--- config.mk ---
export PLATFORM = sky130hd
export DESIGN_NAME = kmeans_k2n3_ctrl
export DESIGN_NICKNAME = d
export VERILOG_FILES = /design/src/rtl/kmeans_k2n3_pkg.sv /design/src/rtl/kmeans_valid_delay.sv /design/src/rtl/kmeans_k2n3_ctrl.sv
export SDC_FILE = /design/constraint.sdc
export NUM_CORES = 1
export LEC_CHECK = 0
export BUFFER_PORTS_ARGS = -buffer_cell sky130_fd_sc_hd__buf_2
export CORE_ASPECT_RATIO = 1.25
export CORE_MARGIN = 2
export CORE_UTILIZATION = 49
export DETAILED_ROUTE_END_ITERATION = 7
export PLACE_DENSITY = 0.77
export SYNTH_ARGS = -nofsm -noshare
export SYNTH_HDL_FRONTEND = slang
export SYNTH_SLANG_ARGS = --single-unit
--- constraint.sdc ---
create_clock -name clk -period 1.7 [get_ports clk]
set_input_delay 0.255 -clock clk [delete_from_list [all_inputs] [get_ports clk]]
set_output_delay 0.255 -clock clk [all_outputs]
set_load 0.005 [all_outputs]
--- src/rtl/kmeans_k2n3_pkg.sv ---
// Shared definitions for the k=2, 3-dimension k-means controller and its
// datapath generators.
package kmeans_k2n3_pkg;

  typedef enum logic [2:0] {
    ST_IDLE     = 3'd0,
    ST_CLEAR    = 3'd1,
    ST_SWEEP    = 3'd2,
    ST_DRAIN    = 3'd3,
    ST_UPDATE   = 3'd4,
    ST_WAIT_UPD = 3'd5,
    ST_FINISH   = 3'd6
  } kmeans_state_e;

  localparam int KMEANS_K    = 2;
  localparam int KMEANS_DIMS = 3;

  // subtract + square stages, then the adder tree over dims and the compare tree over k
  localparam int KMEANS_PIPELINE_LATENCY = 1 + 1 + $clog2(KMEANS_DIMS) + $clog2(KMEANS_K);

endpackage

--- src/rtl/kmeans_valid_delay.sv ---
// Parameterized 1-bit delay line that tags pipeline outputs as belonging to a
// real sample; async active-low reset drops every in-flight tag.
module kmeans_valid_delay #(
  parameter int depth = 5
) (
  input  logic clk,
  input  logic rst_n,
  input  logic din,
  output logic dout
);

  logic [depth-1:0] taps;

  generate
    if (depth == 1) begin : g_single
      always_ff @(posedge clk or negedge rst_n) begin
        if (!rst_n) taps <= '0;
        else        taps <= din;
      end
    end else begin : g_chain
      always_ff @(posedge clk or negedge rst_n) begin
        if (!rst_n) taps <= '0;
        else        taps <= {taps[depth-2:0], din};
      end
    end
  endgenerate

  assign dout = taps[depth-1];

endmodule

--- src/rtl/kmeans_k2n3_ctrl.sv ---
// Iteration sequencer for the k=2, n=3 k-means datapath: sweeps the sample RAM,
// tags pipeline outputs, and requests centroid updates until convergence or cap.
module kmeans_k2n3_ctrl
  import kmeans_k2n3_pkg::*;
#(
  parameter int input_data_qty_bit_width = 8,
  parameter int input_data_qty           = 256,
  parameter int pipeline_latency         = KMEANS_PIPELINE_LATENCY,
  parameter int max_iterations           = 16,
  parameter int iter_bit_width           = 8
) (
  input  logic                                clk,
  input  logic                                rst,
  input  logic                                start,
  output logic [input_data_qty_bit_width-1:0] rd_address,
  output logic                                out_valid,
  output logic                                acc_clear,
  output logic                                update_centroids,
  input  logic                                update_done,
  input  logic                                converged,
  output logic                                busy,
  output logic                                done,
  output logic [iter_bit_width-1:0]           iteration_count
);

  localparam int drain_bit_width = $clog2(pipeline_latency + 1);

  localparam logic [input_data_qty_bit_width-1:0] last_address =
    input_data_qty_bit_width'(input_data_qty - 1);
  localparam logic [drain_bit_width-1:0] drain_last =
    drain_bit_width'(pipeline_latency - 1);
  localparam logic [iter_bit_width:0] iter_cap =
    (iter_bit_width + 1)'(max_iterations);

  kmeans_state_e              state;
  kmeans_state_e              next_state;
  logic [drain_bit_width-1:0] drain_count;
  logic                       sweep_active;
  logic [iter_bit_width:0]    iter_next;

  // One extra bit so the cap compare never sees a wrapped value.
  assign iter_next = {1'b0, iteration_count} + (iter_bit_width + 1)'(1);

  always_ff @(posedge clk or negedge rst) begin
    if (!rst) state <= ST_IDLE;
    else      state <= next_state;
  end

  always_comb begin
    next_state       = state;
    acc_clear        = 1'b0;
    update_centroids = 1'b0;
    done             = 1'b0;
    busy             = 1'b1;
    sweep_active     = 1'b0;
    case (state)
      ST_IDLE: begin
        busy = 1'b0;
        if (start) next_state = ST_CLEAR;
      end
      ST_CLEAR: begin
        acc_clear  = 1'b1;
        next_state = ST_SWEEP;
      end
      ST_SWEEP: begin
        sweep_active = 1'b1;
        if (rd_address == last_address) next_state = ST_DRAIN;
      end
      ST_DRAIN: begin
        if (drain_count == drain_last) next_state = ST_UPDATE;
      end
      ST_UPDATE: begin
        update_centroids = 1'b1;
        next_state       = ST_WAIT_UPD;
      end
      ST_WAIT_UPD: begin
        if (update_done) begin
          if (converged || (iter_next == iter_cap)) next_state = ST_FINISH;
          else                                      next_state = ST_CLEAR;
        end
      end
      ST_FINISH: begin
        done       = 1'b1;
        next_state = ST_IDLE;
      end
      default: begin
        busy       = 1'b0;
        next_state = ST_IDLE;
      end
    endcase
  end

  // Zeroed on the way into CLEAR so address 0 is already presented there.
  always_ff @(posedge clk or negedge rst) begin
    if (!rst) begin
      rd_address <= '0;
    end else if ((next_state == ST_CLEAR) || (next_state == ST_IDLE)) begin
      rd_address <= '0;
    end else if ((state == ST_SWEEP) && (rd_address != last_address)) begin
      rd_address <= rd_address + input_data_qty_bit_width'(1);
    end
  end

  always_ff @(posedge clk or negedge rst) begin
    if (!rst) begin
      drain_count <= '0;
    end else if ((state == ST_DRAIN) && (drain_count != drain_last)) begin
      drain_count <= drain_count + drain_bit_width'(1);
    end else begin
      drain_count <= '0;
    end
  end

  always_ff @(posedge clk or negedge rst) begin
    if (!rst) begin
      iteration_count <= '0;
    end else if ((state == ST_IDLE) && start) begin
      iteration_count <= '0;
    end else if ((state == ST_WAIT_UPD) && update_done) begin
      iteration_count <= iter_next[iter_bit_width-1:0];
    end
  end

  kmeans_valid_delay #(
    .depth(pipeline_latency)
  ) u_valid_delay (
    .clk  (clk),
    .rst_n(rst),
    .din  (sweep_active),
    .dout (out_valid)
  );

endmodule

After elaboration in Yosys (flattened, before gate mapping)
Cells that the tools add are included.
{"block": "word_totals", "register_bits": 27, "out_inout_bits": 21, "wordCells": 47}
{"block": "classes", "n_addsub": 3, "eq_ne": 12, "muxes": 16, "reduce_logical": 11}
{"operator": "$mux W8", "count": 4}
{"operator": "$mux W3", "count": 6}
{"operator": "$pmux W3 S6", "count": 1}
{"operator": "$eq A3 B3 Y1 const B", "count": 4}
{"operator": "$add A8 B1 Y9 const B", "count": 1}
{"operator": "$eq A9 B5 Y1 const B", "count": 1}
{"operator": "$add A8 B1 Y8 const B", "count": 1}
{"operator": "$eq A8 B8 Y1 const B", "count": 1}
{"operator": "$ne A8 B8 Y1 const B", "count": 1}
{"operator": "$eq A3 B1 Y1 const B", "count": 2}
{"operator": "$eq A3 B2 Y1 const B", "count": 2}
{"operator": "$logic_not A3 Y1", "count": 2}
{"operator": "$reduce_or A6 Y1", "count": 1}
{"operator": "$mux W1", "count": 5}
{"operator": "$logic_and A1 B1 Y1", "count": 4}
{"operator": "$reduce_bool A2 Y1", "count": 2}
{"operator": "$add A3 B1 Y3 const B", "count": 1}
{"operator": "$ne A3 B3 Y1 const B", "count": 1}
{"operator": "$logic_or A1 B1 Y1", "count": 2}

Logic depth before layout (Yosys ltp)
{"block": "logic_depth", "depth_word": 9, "ltp_mapped": 6, "depth_no_buf": 6}

Modules after synthesis
Synthesis repeated with hierarchy kept, for this count alone.
{"block": "hier_totals", "hier_cells": 146, "hier_area_um2": 1425.1}
{"module": "kmeans_k2n3_ctrl", "instances": 1, "cells_per_inst": 141, "area_per_inst_um2": 1300.0}
{"module": "kmeans_valid_delay", "instances": 1, "cells_per_inst": 5, "area_per_inst_um2": 125.1}

Worst setup path after synthesis
OpenSTA, ideal clock, no wires.
{"block": "synth_timing", "kind": "register to register", "startpoint": "reg state[1]", "endpoint": "reg iteration_count[6]", "t_arrival_ps": 1515, "required_ps": 1568, "path_slack_ps": 53, "path_stages_with_launch": 6, "n_path_buf": 1, "cell_sequence": "dfrtp_1 -> buf_2 -> or4b_1 -> and2_1 -> o21ai_0 -> o31ai_1"}
{"block": "synth_via", "elab_chain_len": 3}
{"item": "start: declaration", "line_no": "kmeans_k2n3_ctrl.sv:35", "text": "kmeans_state_e state;"}
{"item": "start signal: assignment", "line_no": "kmeans_k2n3_ctrl.sv:46", "text": "else state <= next_state;"}
{"item": "$eq A3 B3 Y1 / $logic_not A3 Y1 (equally long branches)", "line_no": "kmeans_k2n3_ctrl.sv:119, kmeans_k2n3_ctrl.sv:117"}
{"item": "$logic_and A1 B1 Y1, on equally long branches", "line_no": "kmeans_k2n3_ctrl.sv:119, kmeans_k2n3_ctrl.sv:117"}
{"item": "$reduce_bool A2 Y1 (no line) / $mux W8 (equally long branches)"}
{"item": "end signal: assignment", "line_no": "kmeans_k2n3_ctrl.sv:120", "text": "iteration_count <= iter_next[iter_bit_width-1:0];"}
{"item": "end: declaration", "line_no": "kmeans_k2n3_ctrl.sv:23", "text": "output logic [iter_bit_width-1:0] iteration_count"}
Several ways; a longest one is shown, not always the timed one.
A chain may end at the register's enable or synchronous reset.

Worst setup path after layout
{"block": "layout_timing", "startpoint": "reg iteration_count[1]", "endpoint": "reg rd_address[2]"}
{"block": "layout_via", "elab_chain_len": 9}
{"item": "$add A8 B1 Y9 (*)", "line_no": "kmeans_k2n3_ctrl.sv:42", "text": "assign iter_next = {1'b0, iteration_count} + (iter_bit_width + 1)'(1);"}
{"item": "$eq A9 B5 Y1 (*)", "line_no": "kmeans_k2n3_ctrl.sv:78", "text": "if (converged || (iter_next == iter_cap)) next_state = ST_FINISH;"}
{"item": "$logic_or A1 B1 Y1 (*)", "line_no": "kmeans_k2n3_ctrl.sv:78"}
{"item": "$mux W3 (*)", "line_no": "kmeans_k2n3_ctrl.sv:78"}
{"item": "$mux W3 (*)", "line_no": "kmeans_k2n3_ctrl.sv:77", "text": "if (update_done) begin"}
{"item": "$pmux W3 S6 (*)", "line_no": "kmeans_k2n3_ctrl.sv:56", "text": "case (state)"}
{"item": "$eq A3 B1 Y1 / $logic_not A3 Y1 (equally long branches)", "line_no": "kmeans_k2n3_ctrl.sv:97", "text": "end else if ((next_state == ST_CLEAR) || (next_state == ST_IDLE)) begin"}
{"item": "$logic_or A1 B1 Y1 (*)", "line_no": "kmeans_k2n3_ctrl.sv:97"}
{"item": "$mux W8 / $reduce_bool A2 Y1 (equally long branches)"}
{"item": "end signal: assignment", "line_no": "kmeans_k2n3_ctrl.sv:100", "text": "rd_address <= rd_address + input_data_qty_bit_width'(1);"}
{"item": "end: declaration", "line_no": "kmeans_k2n3_ctrl.sv:15", "text": "output logic [input_data_qty_bit_width-1:0] rd_address,"}
Every way passes the cells marked *; elsewhere a longest branch is shown, timed or not.

==> metrics.md <==
| Metric | Value |
|---|---|
| Yosys Warn Count | `0` |
| Initial antenna violation count | `0` |
| Yosys top cell by area | `dfrtp_1` |
| HP Class | `in2reg` |
| Most common cell in the netlist | `dfrtp_1` |
| Mapped Cells | `152` |
| CTS tree | `yes` |
| Top post-synthesis cells by count | `dfrtp_1, nand2_1, nor2_1` |
| WP data arrival | `roughly 1.9 ns` |
| Clock sinks | `27` |
| Max Fanout on Critical Path | `8` |
| Routed WL per cell | `between 10 and 15 µm` |
| Post-DP HPWL | `between 2000 and 2500 µm` |
| Post-synth EDFFs | `0` |
| Clock skew | `0.00610 ns` |
| Drt drc | `0` |
| GRT Overall Usage | `20.2%` |
| Final setup vio count | `7` |
| Worst skew pair latency | `0.32 ns` |
| Overflow after GRT | `0` |
| Routed WL | `3480 µm` |
| Critical path endpoint category | `flop` |
| Largest cells by area after synthesis | `dfrtp_1, ha_1, mux2i_1` |
| Rel. slew slack | `60.4%` |
| Min Clock Period, post-route | `1.75 ns` |
| Worst setup margin | `-0.0455 ns` |
| # placed instances | `229` |
| DR iter-0 viols | `25` |
| Sw Ratio | `36.3%` |
| RePlAce Congestion | `0.869` |
| Via density | `5.69` |
| Num CTS Buffers | `3` |
| Final Max Tran Viols | `0` |
| Combinational Power Share | `between 40% and 50%` |
| Vias post-DR | `1355` |
| Largest net degree at the start of global routing | `28` |
| DP Worst Slack | `-0.0496 ns` |
| Sw Pwr | `778 µW` |
| Sequential share of power | `between 40% and 50%` |
| Bufs on Longest Clock Path | `2` |
| Share of post-route cells with drive strength above 1 | `35.1%` |
| I/O Buffers | `25` |
| Final hold violation count | `0` |
| # rows | `22` |
| Unrepaired setup endpoints after global routing | `yes` |
| R2R Setup Slk | `-0.05 ns` |
| Failing checks | `setup timing` |
| Main synth FF type | `dfrtp_1` |
| Count of different cell masters after synthesis | `45` |
| Syn Nets | `between 150 and 200` |
| Worst EP required | `1.89 ns` |
| Synth Register Bits | `27` |
| Avg Cell Area, Syn | `approximately 9.8 µm²` |
| FMAX | `0.573 GHz` |
| Vias in the first global route | `1282` |
| Die area | `3500 µm²` |
| Top cell type's share of synthesized area | `45.3%` |
| Post-route insts no fill | `about 240` |
| CP startpoint kind | `flop` |
| Core Area | `2920 µm²` |
| Syn Std Cell Area | `1490 µm²` |
| Worst-margin pin slew | `between 0.5 and 0.6 ns` |
| Cell-internal power | `1.37 mW` |
| Worst Setup Path Type | `reg2reg` |
| IO Pins | `26` |
| Max-cap violations | `0` |
| ANT cells | `0` |
| Final nets | `212` |
| First-pass iteration count of the detailed router | `4` |
| PD cells | `1120 nW/µm²` |
| Final setup TNS | `-0.157 ns` |
| CP peak stage delay | `a little over 0.5 ns` |
| Power Total | `2.15 mW` |
| Clock Pin Slew Worst Setup and Hold Paths | `0.15 ns` |
| Area Overhead vs Synth | `28.6%` |
| Fin crit share | `103%` |
| Root Driver | `clkbuf_4` |
| Crit path cell chain | `ha_1 > nand2_1 > nor3_2 > buf_4 > a311oi_4 > nor4_1` |
| Die height | `roughly 66 µm` |
| Pleak | `0.909 nW` |
| Post-route ant nets | `0` |
| Ys async rst share | `100%` |
| Critical path's slowest cell | `a311oi_4` |
| H-tree depth | `1` |
| Die W | `53.3 µm` |
| First-pass GRT wire length | `5420 µm` |
| Initial Utilization | `approximately half` |
| Post-synthesis sequential area ratio | `45.3%` |
| Status | `finished with violations` |
| Max VDD drop | `813 µV` |
| Clock power share | `13.2%` |
==> routing by layer <==
layer / global-route usage [%] / up-vias / part of all wire (%)
li1: - / 651 / -
met1: 23.8 / 676 / 40
met2: 38.0 / 26 / 56
met3: 2.05 / 2 / 2.8
met4: 4.81 / 0 / 0.72
met5: 0 / - / 0
==> sequential cells by signal (all words and copies together), names as in the netlist <==
name and count:
state 3, iteration_count 8, rd_address 8, drain_count 3
u_valid_delay.taps 5
==> power groups by stage <==
stage,sequential [mW],combinational [mW],clock [mW]
floorplan,0.945,0.540,0
global placement,0.936,0.786,0
detailed placement,0.940,0.813,0
CTS,0.932,0.832,0.293
global route,0.962,1.02,0.326
finish,0.933,0.930,0.283
==> critical path, delay by kind of cell (launching register included) <==
kind	cells	cell delay (ns)
compound gates	1	0.51
flops	1	0.46
simple gates	3	0.30
fa+ha+maj	1	0.22
buf+inv	1	0.14
==> cell families after synthesis <==
| logic type | after synthesis | share of synthesized area (%) |
|---|---|---|
| muxes | 5 | 3.36 |
| and+or+nand+nor | 67 | 23.7 |
| DFF | 27 | 45.3 |
| adders and majority gates | 4 | 3.36 |
| buffers and inverters | 12 | 4.03 |
| xor gates and xnor gates | 5 | 2.94 |
| AOI/OAI and AO/OA | 32 | 17.3 |
==> layout make-up <==
class	count	area [µm²]
Inverter	7	31.3
Sequential cell	27	676
Clock inverter	1	7.51
Timing Repair Buffer	51	335
Fill cell	251	1000
Multi-Input combinational cell	113	801
Tap cell	36	45.0
Clock buffer	3	22.5
==> cells in the final DEF, fill, tap and decap left out, drive strengths merged, types with 2 or more instances in the layout <==
master,instances
buf,50
dfrtp,27
nand2,13
nor2,12
o21ai,10
nor3,9
nand3,8
and2,7
inv,6
mux2i,5
and3,4
ha,4
a31oi,4
nand2b,3
a21oi,3
o31ai,3
xnor2,3
clkbuf,3
nor4,2
xor2,2
a2111oi,2
a41oi,2
==> worst paths after layout <==
check	endpoint	start	depth (start not counted)
max in group asynchronous	rd_address[4]	rst	2
max	rd_address[2]	iteration_count[1]	6
min reg2reg	u_valid_delay.taps[4]	u_valid_delay.taps[3]	0
min in group asynchronous	u_valid_delay.taps[4]	rst	2
min	state[1]	update_done	3
max reg2reg	rd_address[2]	iteration_count[1]	6
==> timing repair <==
action                                  CTS  global route
buffers inserted                          0             4
resized for setup                         4             7
endpoints found under the hold margin    27             0
pin swaps                                 1             5
endpoints found under the setup margin   11            13
hold buffers                              1             0
==> stage by stage <==
step                hold slack [ns]  util [%]  instance area [µm²]
CTS                           0.275      63.1                 1840
global route                  0.286      65.7                 1920
global placement              0.296      61.4                 1790
finish                        0.298      65.7                 1920
floorplan                   -0.0406         -                 1490
detailed placement            0.299      61.4                 1790
Power figures use the tool's default switching activity.
